--- src/rtl/light_display.sv ---
// Traffic-light display driver: sequential binary-to-BCD, 4-digit multiplexed 7-segment scan, lamp decode.
// Optional yellow/emergency lamp blinking is enabled by defining LIGHT_BLINK_EN.
module light_display #(
   parameter int SCAN_DIV  = 50000,
   parameter int BLINK_DIV = 25000000
) (
   input  logic       clk,
   input  logic       rst_n,
   input  logic [7:0] num,
   input  logic [2:0] color,
   output logic [3:0] an,
   output logic [6:0] seg,
   output logic [5:0] lamp,
   output logic       busy
);

   localparam int SCAN_W = (SCAN_DIV > 1) ? $clog2(SCAN_DIV) : 1;
   localparam logic [6:0] SEG_BLANK = 7'b1111111;

   typedef enum logic [1:0] {S_IDLE, S_SHIFT, S_COMMIT} state_t;

   state_t            state_q, state_d;
   logic [7:0]        last_num_q, last_num_d;
   logic [7:0]        shreg_q, shreg_d;
   logic [11:0]       scratch_q, scratch_d;
   logic [11:0]       adj;
   logic [2:0]        iter_q, iter_d;
   logic [3:0]        hund_q, hund_d;
   logic [3:0]        tens_q, tens_d;
   logic [3:0]        ones_q, ones_d;
   logic [SCAN_W-1:0] scan_q, scan_d;
   logic [1:0]        digit_q, digit_d;
   logic [3:0]        an_q, an_d;
   logic [6:0]        seg_q, seg_d;
   logic [5:0]        lamp_q, lamp_d;
   logic [5:0]        lamp_base;
   logic              blink_on;

   function automatic logic [6:0] glyph(input logic [3:0] v);
      logic [6:0] s;
      case (v)
         4'd0:    s = 7'b1000000;
         4'd1:    s = 7'b1111001;
         4'd2:    s = 7'b0100100;
         4'd3:    s = 7'b0110000;
         4'd4:    s = 7'b0011001;
         4'd5:    s = 7'b0010010;
         4'd6:    s = 7'b0000010;
         4'd7:    s = 7'b1111000;
         4'd8:    s = 7'b0000000;
         4'd9:    s = 7'b0010000;
         default: s = SEG_BLANK;
      endcase
      return s;
   endfunction

   // Double-dabble correction: any BCD nibble of 5 or more gets +3 before the shift.
   function automatic logic [11:0] dabble_adjust(input logic [11:0] b);
      logic [11:0] r;
      for (int i = 0; i < 3; i++) begin
         r[4*i +: 4] = (b[4*i +: 4] >= 4'd5) ? b[4*i +: 4] + 4'd3 : b[4*i +: 4];
      end
      return r;
   endfunction

   always_comb begin
      state_d    = state_q;
      last_num_d = last_num_q;
      shreg_d    = shreg_q;
      scratch_d  = scratch_q;
      iter_d     = iter_q;
      hund_d     = hund_q;
      tens_d     = tens_q;
      ones_d     = ones_q;
      adj        = dabble_adjust(scratch_q);
      case (state_q)
         S_IDLE: begin
            if (num != last_num_q) begin
               last_num_d = num;
               shreg_d    = num;
               scratch_d  = '0;
               iter_d     = '0;
               state_d    = S_SHIFT;
            end
         end
         S_SHIFT: begin
            scratch_d = {adj[10:0], shreg_q[7]};
            shreg_d   = {shreg_q[6:0], 1'b0};
            iter_d    = iter_q + 3'd1;
            if (iter_q == 3'd7) state_d = S_COMMIT;
         end
         S_COMMIT: begin
            hund_d  = scratch_q[11:8];
            tens_d  = scratch_q[7:4];
            ones_d  = scratch_q[3:0];
            state_d = S_IDLE;
         end
         default: state_d = S_IDLE;
      endcase
   end

   // an and seg load together on the scan wrap, so a slot never mixes old and new.
   always_comb begin
      scan_d  = scan_q + SCAN_W'(1);
      digit_d = digit_q;
      an_d    = an_q;
      seg_d   = seg_q;
      if (scan_q == SCAN_W'(SCAN_DIV - 1)) begin
         scan_d  = '0;
         digit_d = digit_q + 2'd1;
         an_d    = ~(4'b0001 << digit_q);
         case (digit_q)
            2'd0:    seg_d = glyph(ones_q);
            2'd1:    seg_d = (hund_q == 4'd0 && tens_q == 4'd0) ? SEG_BLANK : glyph(tens_q);
            2'd2:    seg_d = (hund_q == 4'd0) ? SEG_BLANK : glyph(hund_q);
            default: seg_d = glyph({1'b0, color});
         endcase
      end
   end

   always_comb begin
      case (color)
         3'b000:  lamp_base = 6'b001100;
         3'b001:  lamp_base = 6'b010100;
         3'b010:  lamp_base = 6'b100001;
         3'b011:  lamp_base = 6'b100010;
         3'b100:  lamp_base = 6'b001100;
         3'b101:  lamp_base = 6'b010100;
         default: lamp_base = 6'b100100;
      endcase
      lamp_d    = lamp_base;
      lamp_d[4] = lamp_base[4] & blink_on;
      lamp_d[1] = lamp_base[1] & blink_on;
      if (color == 3'b110) begin
         lamp_d[5] = lamp_base[5] & blink_on;
         lamp_d[2] = lamp_base[2] & blink_on;
      end
   end

`ifdef LIGHT_BLINK_EN
   localparam int BLINK_W = (BLINK_DIV > 1) ? $clog2(BLINK_DIV) : 1;

   logic [BLINK_W-1:0] blink_cnt_q, blink_cnt_d;
   logic               phase_q, phase_d;

   always_comb begin
      blink_cnt_d = blink_cnt_q + BLINK_W'(1);
      phase_d     = phase_q;
      if (blink_cnt_q == BLINK_W'(BLINK_DIV - 1)) begin
         blink_cnt_d = '0;
         phase_d     = ~phase_q;
      end
   end

   always_ff @(posedge clk) begin
      if (!rst_n) begin
         blink_cnt_q <= '0;
         phase_q     <= 1'b1;
      end else begin
         blink_cnt_q <= blink_cnt_d;
         phase_q     <= phase_d;
      end
   end

   assign blink_on = phase_q;
`else
   // Steady lamps: the blink divider only exists in the blinking build.
   assign blink_on = (BLINK_DIV > 1);
`endif

   always_ff @(posedge clk) begin
      if (!rst_n) begin
         state_q    <= S_IDLE;
         last_num_q <= '0;
         shreg_q    <= '0;
         scratch_q  <= '0;
         iter_q     <= '0;
         hund_q     <= '0;
         tens_q     <= '0;
         ones_q     <= '0;
         scan_q     <= '0;
         digit_q    <= '0;
         an_q       <= 4'b1111;
         seg_q      <= SEG_BLANK;
         lamp_q     <= 6'b100100;
      end else begin
         state_q    <= state_d;
         last_num_q <= last_num_d;
         shreg_q    <= shreg_d;
         scratch_q  <= scratch_d;
         iter_q     <= iter_d;
         hund_q     <= hund_d;
         tens_q     <= tens_d;
         ones_q     <= ones_d;
         scan_q     <= scan_d;
         digit_q    <= digit_d;
         an_q       <= an_d;
         seg_q      <= seg_d;
         lamp_q     <= lamp_d;
      end
   end

   assign an   = an_q;
   assign seg  = seg_q;
   assign lamp = lamp_q;
   assign busy = (state_q != S_IDLE);

endmodule

--- config.mk ---
export PLATFORM = sky130hd
export DESIGN_NAME = light_display
export DESIGN_NICKNAME = d
export VERILOG_FILES = /design/src/rtl/light_display.sv
export SDC_FILE = /design/constraint.sdc
export NUM_CORES = 1
export LEC_CHECK = 0
export ABC_AREA = 0
export CAP_MARGIN = 20
export CORE_AREA = 2 2 107 109
export DETAILED_ROUTE_END_ITERATION = 10
export DIE_AREA = 0 0 109 111
export PLACE_DENSITY = 0.65
export SYNTH_ARGS = -nofsm -noshare
export SYNTH_HDL_FRONTEND = slang
export SYNTH_SLANG_ARGS = --single-unit
--- constraint.sdc ---
create_clock -name clk -period 4.7 [get_ports clk]
set_input_delay 0.94 -clock clk [delete_from_list [all_inputs] [get_ports clk]]
set_output_delay 0.94 -clock clk [all_outputs]
set_load 0.02 [all_outputs]
==> results.md, run 1 <==
* Wire length of the first global-routing pass at 16.06 mm
* Core Region at 11,080 µm²
* PwrDens at 321.7 nW/µm²
* Synth Instances at 532
* Placed inst area at 5202 µm²
* Iter 0 DRT Violations at 175
* Final hold viol count at 0
* Avg Cell Area, Syn at 9.048 µm²
* Crit path max fanout at 22
* CTS tree: built
* Most used flip-flop cell after synthesis: dfxtp_1
* Sequential share of the synthesized area at 42.01%
* Fin crit period at 3.048 ns
* Maximum clock frequency at 0.3280 GHz
* Post-synth EDFFs at 0
* Post-synth top area share at 42.01%
* Area growth from synthesis to layout at 15.39%
* N_diodes at 0
* Chip width at 109 µm
* Overflow after GRT at 0
* RSZ-0062 raised after global routing: no
* Port buffer count at 30
* Clk slew on worst S/H paths at 0.06 ns
* DP Wirelength at 6.521 mm
* Cell Rows at 39
* Largest net degree at the start of global routing at 45
* Vias in the first global route at 3,376
* WS Path Type: input port to register
* CP required at 4.96 ns
* Clk root buf: clkbuf_16
* Ranking of synthesized cells by area: dfxtp_1, ha_1, a21oi_1
* Clock Latency Late Sink at 0.34 ns
* #FFs+latches synth at 101
* Setup TNS at 0 ns
* Cell Area, Synth at 4813 µm²
* Signal arrival time at the worst endpoint at 3.31 ns
* Commonest non-fill, non-tap cells in the layout: dfxtp_1, a21oi_1, nand2_1, nor2_1, ha_1
* Yosys cell types at 52
* Clock sink total at 101
* YS warnings at 0
* Total track usage at 16.37%
* Max VDD drop at 0.0002334 V
* Post-Layout Inst Area at 5554 µm²
* I/O pin count at 31
* Share of synthesized flip-flops with an asynchronous set or reset at 0%
* Avg WL per Cell at 13.43 µm
* H-Tree Depth at 3
* DR DRC count at 0
* Drt total wl at 9.417 mm
* Most common cell after layout, fill and taps aside: dfxtp_1
* Routed Antenna Nets at 0
* Starting Density at 43.45%
* Status: finished, final reports clean
* Slew margin rel. at 37.53%
* Number of post-CTS setup repair buffers at 0
* Max-capacitance violation count at 0
* Post-route clock period utilization at 64.86%
* Worst setup SP type: input port
* Static leakage at 0.002156 µW
* Worst hold path class: register to register
* Antenna violations before repair at 0
* Syn nets at 578
* CP endpoint kind: register
* Layout cells sized above 1 at 7.348%
* Fin nets at 599
* Slew Limit Fails at 0
* Post-cts resize count at 0
* Die Y-Extent at 111 µm
* Pre-Repair DR Iteration Count at 6
* Num CTS Buffers at 9
* CTS Buffer Depth at 2
* Worst Max-Slew Pin Slew at 0.9342 ns
* Die ar. at 12,100 µm²
* RD Place Congestion at 0.8477
* DR vias/cell at 5.234
* Synth area leader: dfxtp_1
* Final setup fails at 0
* Vias post-DR at 3,669
* Hold buffer count at CTS at 0
* Setup Skew at 0.008008 ns
* Tot Pwr at 1787 µW
-- metal layers --
| layer | share of wire, % | GRT usage, % | vias to the layer above |
|---|---|---|---|
| met3 | 2.3 | 3.704 | 6 |
| met2 | 50 | 25.80 | 36 |
| met4 | 0.88 | 5.641 | 0 |
| li1 | - | - | 1898 |
| met1 | 47 | 21.92 | 1729 |
| met5 | 0 | 0 | - |
-- worst paths after layout --
path / endpoint / startpoint / slack [ns] / cells after the start
min: scratch_q[0] / shreg_q[7] / 0.46 / 2
max reg2reg: seg[3] / scan_q[15] / 2.07 / 4
min reg2reg: scratch_q[0] / shreg_q[7] / 0.46 / 2
max: register / rst_n / 1.65 / 9
-- area by class of cell --
type	count	area [µm²]
Sequential cell	101	2022
Tap cell	143	178.9
Inverter	31	118.9
Clock inverter	5	81.33
Clock buffer	11	242.7
Multi-Input combinational cell	375	2552
Timing Repair Buffer	35	357.8
Fill cell	1039	5523
-- synthesized netlist by cell type (5+ instances only) --
cell type / number
a21oi_1: 52
a31oi_1: 14
and2_1: 5
and3_1: 5
buf_2: 9
clkbuf_1: 10
dfxtp_1: 101
ha_1: 33
inv_1: 29
mux2i_1: 23
nand2_1: 40
nand2b_1: 12
nand3_1: 29
nor2_1: 35
nor3_1: 9
o211ai_1: 12
o21ai_0: 29
xnor2_1: 20
xor2_1: 6
-- worst max-delay path, cell delays in order --
cell             delay (ns)
clkdlybuf4s50_1        0.45
buf_4                  0.26
clkinv_1               0.48
nor2_2                 0.42
inv_1                  0.15
ha_1                   0.23
o21ai_0                0.08
o21ai_0                0.10
a21oi_1                0.18
-- cells by family (layout without fill, tap and decap cells) --
logic type / count (synthesis) / count (layout) / share of synthesized area (%)
adders and majority gates: 33 / 33 / 8.578
DFF: 101 / 101 / 42.01
muxes: 26 / 26 / 5.719
buffers and inverters: 56 / 82 / 4.965
and+or+nand+nor: 163 / 163 / 18.35
AOI/OAI and AO/OA: 127 / 127 / 15.65
xor gates and xnor gates: 26 / 26 / 4.731
-- per-stage QoR --
stage	std cells	hold slack (ns)	utilization [%]	worst slack [ns]
after floorplan	532	0.4176	-	2.593
after global placement	684	0.4333	46.97	1.452
after detailed placement	684	0.4417	46.97	1.311
after CTS	700	0.4611	49.89	1.635
after global routing	701	0.4793	50.14	1.457
final	701	0.4596	50.14	1.652
-- report_power, final --
part | internal (µW) | switching (µW)
clock | 482 | 316
sequential | 872 | 10.2
combinational | 42.5 | 64.1
total | 1400 | 390
Note: power is estimated with default switching activity, not from simulation.
==> inputs of run 2 (changes only) <==
--- a/config.mk
+++ b/config.mk
@@ -10,7 +10,7 @@
 export CORE_AREA = 2 2 107 109
 export DETAILED_ROUTE_END_ITERATION = 10
 export DIE_AREA = 0 0 109 111
-export PLACE_DENSITY = 0.65
+export PLACE_DENSITY = 0.68
 export SYNTH_ARGS = -nofsm -noshare
 export SYNTH_HDL_FRONTEND = slang
 export SYNTH_SLANG_ARGS = --single-unit
==> constraint.sdc (replaced) <==
create_clock -name clk -period 2.54 [get_ports clk]
set_input_delay 0.508 -clock clk [delete_from_list [all_inputs] [get_ports clk]]
set_output_delay 0.508 -clock clk [all_outputs]
set_load 0.02 [all_outputs]
==> run 2 against run 1 <==
Effect of this change:
- sequential power rose by 85%
- worst setup slack worse by 1.3 ns
- clock power rose by 64%
- global-route usage is 0.16 points lower
- critical path depth is 6 lower
- first-iteration DRC count grew 38%
- non-clock buffer count up 5
- hold slack lost 0.011 ns
- sequential share of layout area about the same
- register-to-register slack worse by 1.7 ns
- routed wire length shrank 1.3%
==> results.md, run 2 (synthesis gave the netlist of run 1 again) <==
* N_diodes at 0
* Port buffer count at 30
* Final setup fails at 0
* Multi-input logic area at 2555 µm²
* Number of post-CTS setup repair buffers at 0
* Crit path buf inv count at 2
* Worst setup SP type: register
* Clk slew on worst S/H paths at 0.07 ns
* RSZ-0062 raised after global routing: no
* Sequential power share at 51.9%
* Antenna violations before repair at 0
* Number of fill cells at 1,032
* Routed Antenna Nets at 0
* Delay-heaviest family, CP: buffers and inverters
* Net Sw Frac at 22.71%
* Layout cells sized above 1 at 8.363%
* Largest net degree at the start of global routing at 34
* Post-Layout Inst Area at 5549 µm²
* Comb pwr share at 6.4%
* Drt total wl at 9.294 mm
* Clock sink total at 101
* Hold buffer count at CTS at 0
* Chip width at 109 µm
* Maximum clock frequency at 0.4563 GHz
* Cell Int Power at 2433 µW
* Max VDD drop at 0.0003479 V
* Slew margin rel. at 65.90%
* I/O pin count at 31
* Placed inst area at 5260 µm²
* Starting Density at 43.45%
* Vias in the first global route at 3,502
* Worst-case reg-to-reg path depth at 6
* WS Path Type: register to output port
* Total track usage at 16.21%
* Fin nets at 604
* Slowest stage delay, CP at 0.54 ns
* Cell Rows at 39
* Avg WL per Cell at 13.18 µm
* Hold_ws at 0.4491 ns
* RD Place Congestion at 0.8583
* Post-Place Cells at 690
* Final hold viol count at 0
* DR DRC count at 0
* CTS Buffer Depth at 2
* Die Y-Extent at 111 µm
* Worst Max-Slew Pin Slew at 0.5105 ns
* CTS tree: built
* Clk network pwr share at 41.7%
* Clock Latency Late Sink at 0.34 ns
* Core Region at 11,080 µm²
* Clk root buf: clkbuf_16
* Wire length of the first global-routing pass at 15.91 mm
* Final Instance Count excl. Fillers at 705
* DP Wirelength at 6.635 mm
* DR vias/cell at 5.245
* Post-route worst setup slack at 0.3484 ns
* Max-capacitance violation count at 0
* Commonest non-fill, non-tap cells in the layout: dfxtp_1, a21oi_1, nand2_1, nor2_1, ha_1
* Critical-path top delay cell: clkdlybuf4s50_1
* CP required at 2.03 ns
* Most common cell after layout, fill and taps aside: dfxtp_1
* Crit path max fanout at 10
* CP Cell Sequence: nor2_2 -> inv_1 -> clkdlybuf4s50_1
* Fin crit period at 2.192 ns
* Post-route clock period utilization at 86.28%
* WHS Path Cells at 1
* Iter 0 DRT Violations at 241
* Critical path depth at 3
* Static leakage at 0.002156 µW
* Area growth from synthesis to layout at 15.28%
* Signal arrival time at the worst endpoint at 1.68 ns
* Setup TNS at 0 ns
* Slew Limit Fails at 0
* Dpl ws at 0.2597 ns
* Num CTS Buffers at 9
* Setup Skew at 0.004919 ns
* Status: finished, final reports clean
* Vias post-DR at 3,698
* Post-cts resize count at 0
* Pre-Repair DR Iteration Count at 4
* Worst hold path class: register to register
* Switching pwr at 715.0 µW
* PwrDens at 567.3 nW/µm²
* CP endpoint kind: output port
* Overflow after GRT at 0
* Worst reg-to-reg setup slack at 0.38 ns
* Sequential Area at 2022 µm²
* Die ar. at 12,100 µm²
* H-Tree Depth at 3
[run 2: cell type report]
cell class / count / share of cell area (%)
Multi-Input combinational cell: 375 / 46.04
Sequential cell: 101 / 36.44
Timing Repair Buffer: 40 / 6.990
Clock buffer: 12 / 4.803
Tap cell: 143 / 3.224
Inverter: 31 / 2.142
Clock inverter: 3 / 0.3608
[run 2: per-layer routing]
layer	GRT usage [%]	vias to the layer above	part of all wire [%]
li1	-	1906	-
met1	21.24	1750	47
met2	26.38	30	49
met3	2.293	12	2.4
met4	6.923	0	1.8
met5	0	-	0
[run 2: power by group through the flow]
stage | clock network [µW] | registers (µW) | logic (µW)
2_1_floorplan | 0 | 1670 | 125
3_3_place_gp | 0 | 1670 | 197
4_1_cts | 1340 | 1630 | 201
3_5_place_dp | 0 | 1670 | 201
6_report | 1310 | 1630 | 200
5_1_grt | 1410 | 1640 | 221
[run 2: per-stage QoR]
stage / power, µW / utilization (%)
2_1_floorplan: 1794 / -
3_3_place_gp: 1864 / 47.49
3_5_place_dp: 1869 / 47.49
4_1_cts: 3178 / 50.07
5_1_grt: 3269 / 50.10
6_report: 3148 / 50.10
[run 2: final timing paths]
check / startpoint / endpoint
setup / recovery: state_q[0] / busy
hold / removal: scan_q[0] / scan_q[0]
setup reg to reg: state_q[1] / register
hold reg to reg: scan_q[0] / scan_q[0]
==> inputs of run 3 (changes only) <==
--- a/config.mk
+++ b/config.mk
@@ -8,6 +8,7 @@
 export ABC_AREA = 0
 export CAP_MARGIN = 20
 export CORE_AREA = 2 2 107 109
+export CTS_BUF_LIST = sky130_fd_sc_hd__clkbuf_4
 export DETAILED_ROUTE_END_ITERATION = 10
 export DIE_AREA = 0 0 109 111
 export PLACE_DENSITY = 0.68
==> run 3 against run 2 <==
Effect of this change:
- final area shrank 3.4%
- highest routed layer unchanged
- via count is 0.24% higher
- first-iteration DRC count fell by 7.5%
- core utilization shrank 1.7 points
- clock skew grew 0.0051 ns
- die area stayed put
- maximum frequency is 4.4% lower
- register-to-register slack about the same
==> results.md, run 3 (synthesis gave the netlist of run 1 again) <==
* Fin nets at 604
* Crit. Startpoint: state_q[0]
* Switching pwr at 639.1 µW
* H-Tree Depth at 3
* Post-Place Cells at 690
* Signal arrival time at the worst endpoint at 1.79 ns
* WS Path Type: register to output port
* Clk network pwr share at 27.2%
* CTS tree: built
* Net Sw Frac at 25.35%
* Final Instance Count excl. Fillers at 705
* PwrDens at 470.2 nW/µm²
* Max VDD drop at 0.0002440 V
* Post-route clock period utilization at 90.29%
* CP required at 2.03 ns
* Commonest non-fill, non-tap cells in the layout: dfxtp_1, a21oi_1, nand2_1, nor2_1, ha_1
* Chip width at 109 µm
* Vias post-DR at 3,707
* Overflow after GRT at 0
* Area growth from synthesis to layout at 11.39%
* Static leakage at 0.002069 µW
* I/O pin count at 31
* Final hold viol count at 0
* Die Y-Extent at 111 µm
* Clock Latency Late Sink at 0.44 ns
* Num CTS Buffers at 9
* Largest net degree at the start of global routing at 34
* Worst setup SP type: register
* Total track usage at 15.80%
* Drt total wl at 9.166 mm
* Die ar. at 12,100 µm²
* N_diodes at 0
* RD Place Congestion at 0.8583
* Most common cell after layout, fill and taps aside: dfxtp_1
* Starting Density at 43.45%
* RSZ-0062 raised after global routing: no
* Post-route worst setup slack at 0.2465 ns
* Routed Antenna Nets at 0
* Hold Startpoint: scan_q[0]
* Vias in the first global route at 3,474
* Avg WL per Cell at 13.00 µm
* Crit path max fanout at 10
* Worst R2R Start: state_q[1]
* Clk slew on worst S/H paths at 0.14 ns
* Worst Max-Slew Pin Slew at 0.5116 ns
* CP endpoint kind: output port
* Setup TNS at 0 ns
* Iter 0 DRT Violations at 223
* Slew margin rel. at 65.82%
* Worst hold path class: register to register
* Port buffer count at 30
* Cell Rows at 39
* CTS Buffer Depth at 2
* Layout cells sized above 1 at 7.829%
* Wire length of the first global-routing pass at 15.53 mm
* Core Region at 11,080 µm²
* Comb pwr share at 7.9%
* Maximum clock frequency at 0.4360 GHz
* Antenna violations before repair at 0
* Dpl ws at 0.2597 ns
* Clk root buf: clkbuf_4
* Hold_ws at 0.4616 ns
* DR vias/cell at 5.258
* Fin crit period at 2.293 ns
* DR DRC count at 0
* Sequential power share at 64.8%
* Status: finished, final reports clean
* Cell Int Power at 1882 µW
* Pre-Repair DR Iteration Count at 4
* Setup Skew at 0.01000 ns
* Final setup fails at 0
* Max-capacitance violation count at 0
* Clock sink total at 101
* DP Wirelength at 6.635 mm
* Slew Limit Fails at 0
-- run 3: cell type report --
type,instances,area [µm²]
fill,1055,5715
sequential,101,2022
clock inverter,6,31.28
multi-input combinational,375,2555
tap,143,178.9
inverter,31,118.9
clock buffer,9,67.56
timing repair buffer,40,387.9
-- run 3: stage by stage --
step | total power, µW | area [µm²] | utilization (%)
floorplan | 1794 | 4813 | -
global placement | 1864 | 5260 | 47.49
detailed placement | 1869 | 5260 | 47.49
CTS | 2560 | 5359 | 48.38
global route | 2639 | 5361 | 48.40
finish | 2521 | 5361 | 48.40
-- run 3: worst paths after layout --
path,endpoint,slack (ns),depth (start not counted)
worst max-delay path,busy,0.25,3
worst min-delay path,scan_q[0],0.46,1
worst max register to register,register,0.38,6
worst min register to register,scan_q[0],0.46,1
-- run 3: power groups by stage --
stage                     clock, µW  combinational [µW]  sequential, µW
after floorplan                   0                 125            1670
after global placement            0                 197            1670
after detailed placement          0                 201            1670
after CTS                       725                 201            1630
after global routing            780                 220            1640
final                           686                 200            1630
-- run 3: metal layers --
layer | vias to the layer above | wire length, µm | track usage (%) | part of all wire, %
met3 | 10 | 220 | 2.998 | 2.4
met4 | 0 | 139 | 5.641 | 1.5
met1 | 1757 | 4356 | 20.69 | 48
met5 | - | 0 | 0 | 0
li1 | 1909 | - | - | -
met2 | 31 | 4449 | 25.71 | 49
-- run 3: critical path, cell delays in order (launching register included) --
cell	delay (ns)
dfxtp_1	0.38
nor2_2	0.35
inv_1	0.07
clkdlybuf4s50_1	0.54
-- run 3: timing repair --
action,in CTS,in global routing
endpoints found under the setup margin,0,1
hold buffers,0,0
buffers inserted,0,0
resized for setup,0,1
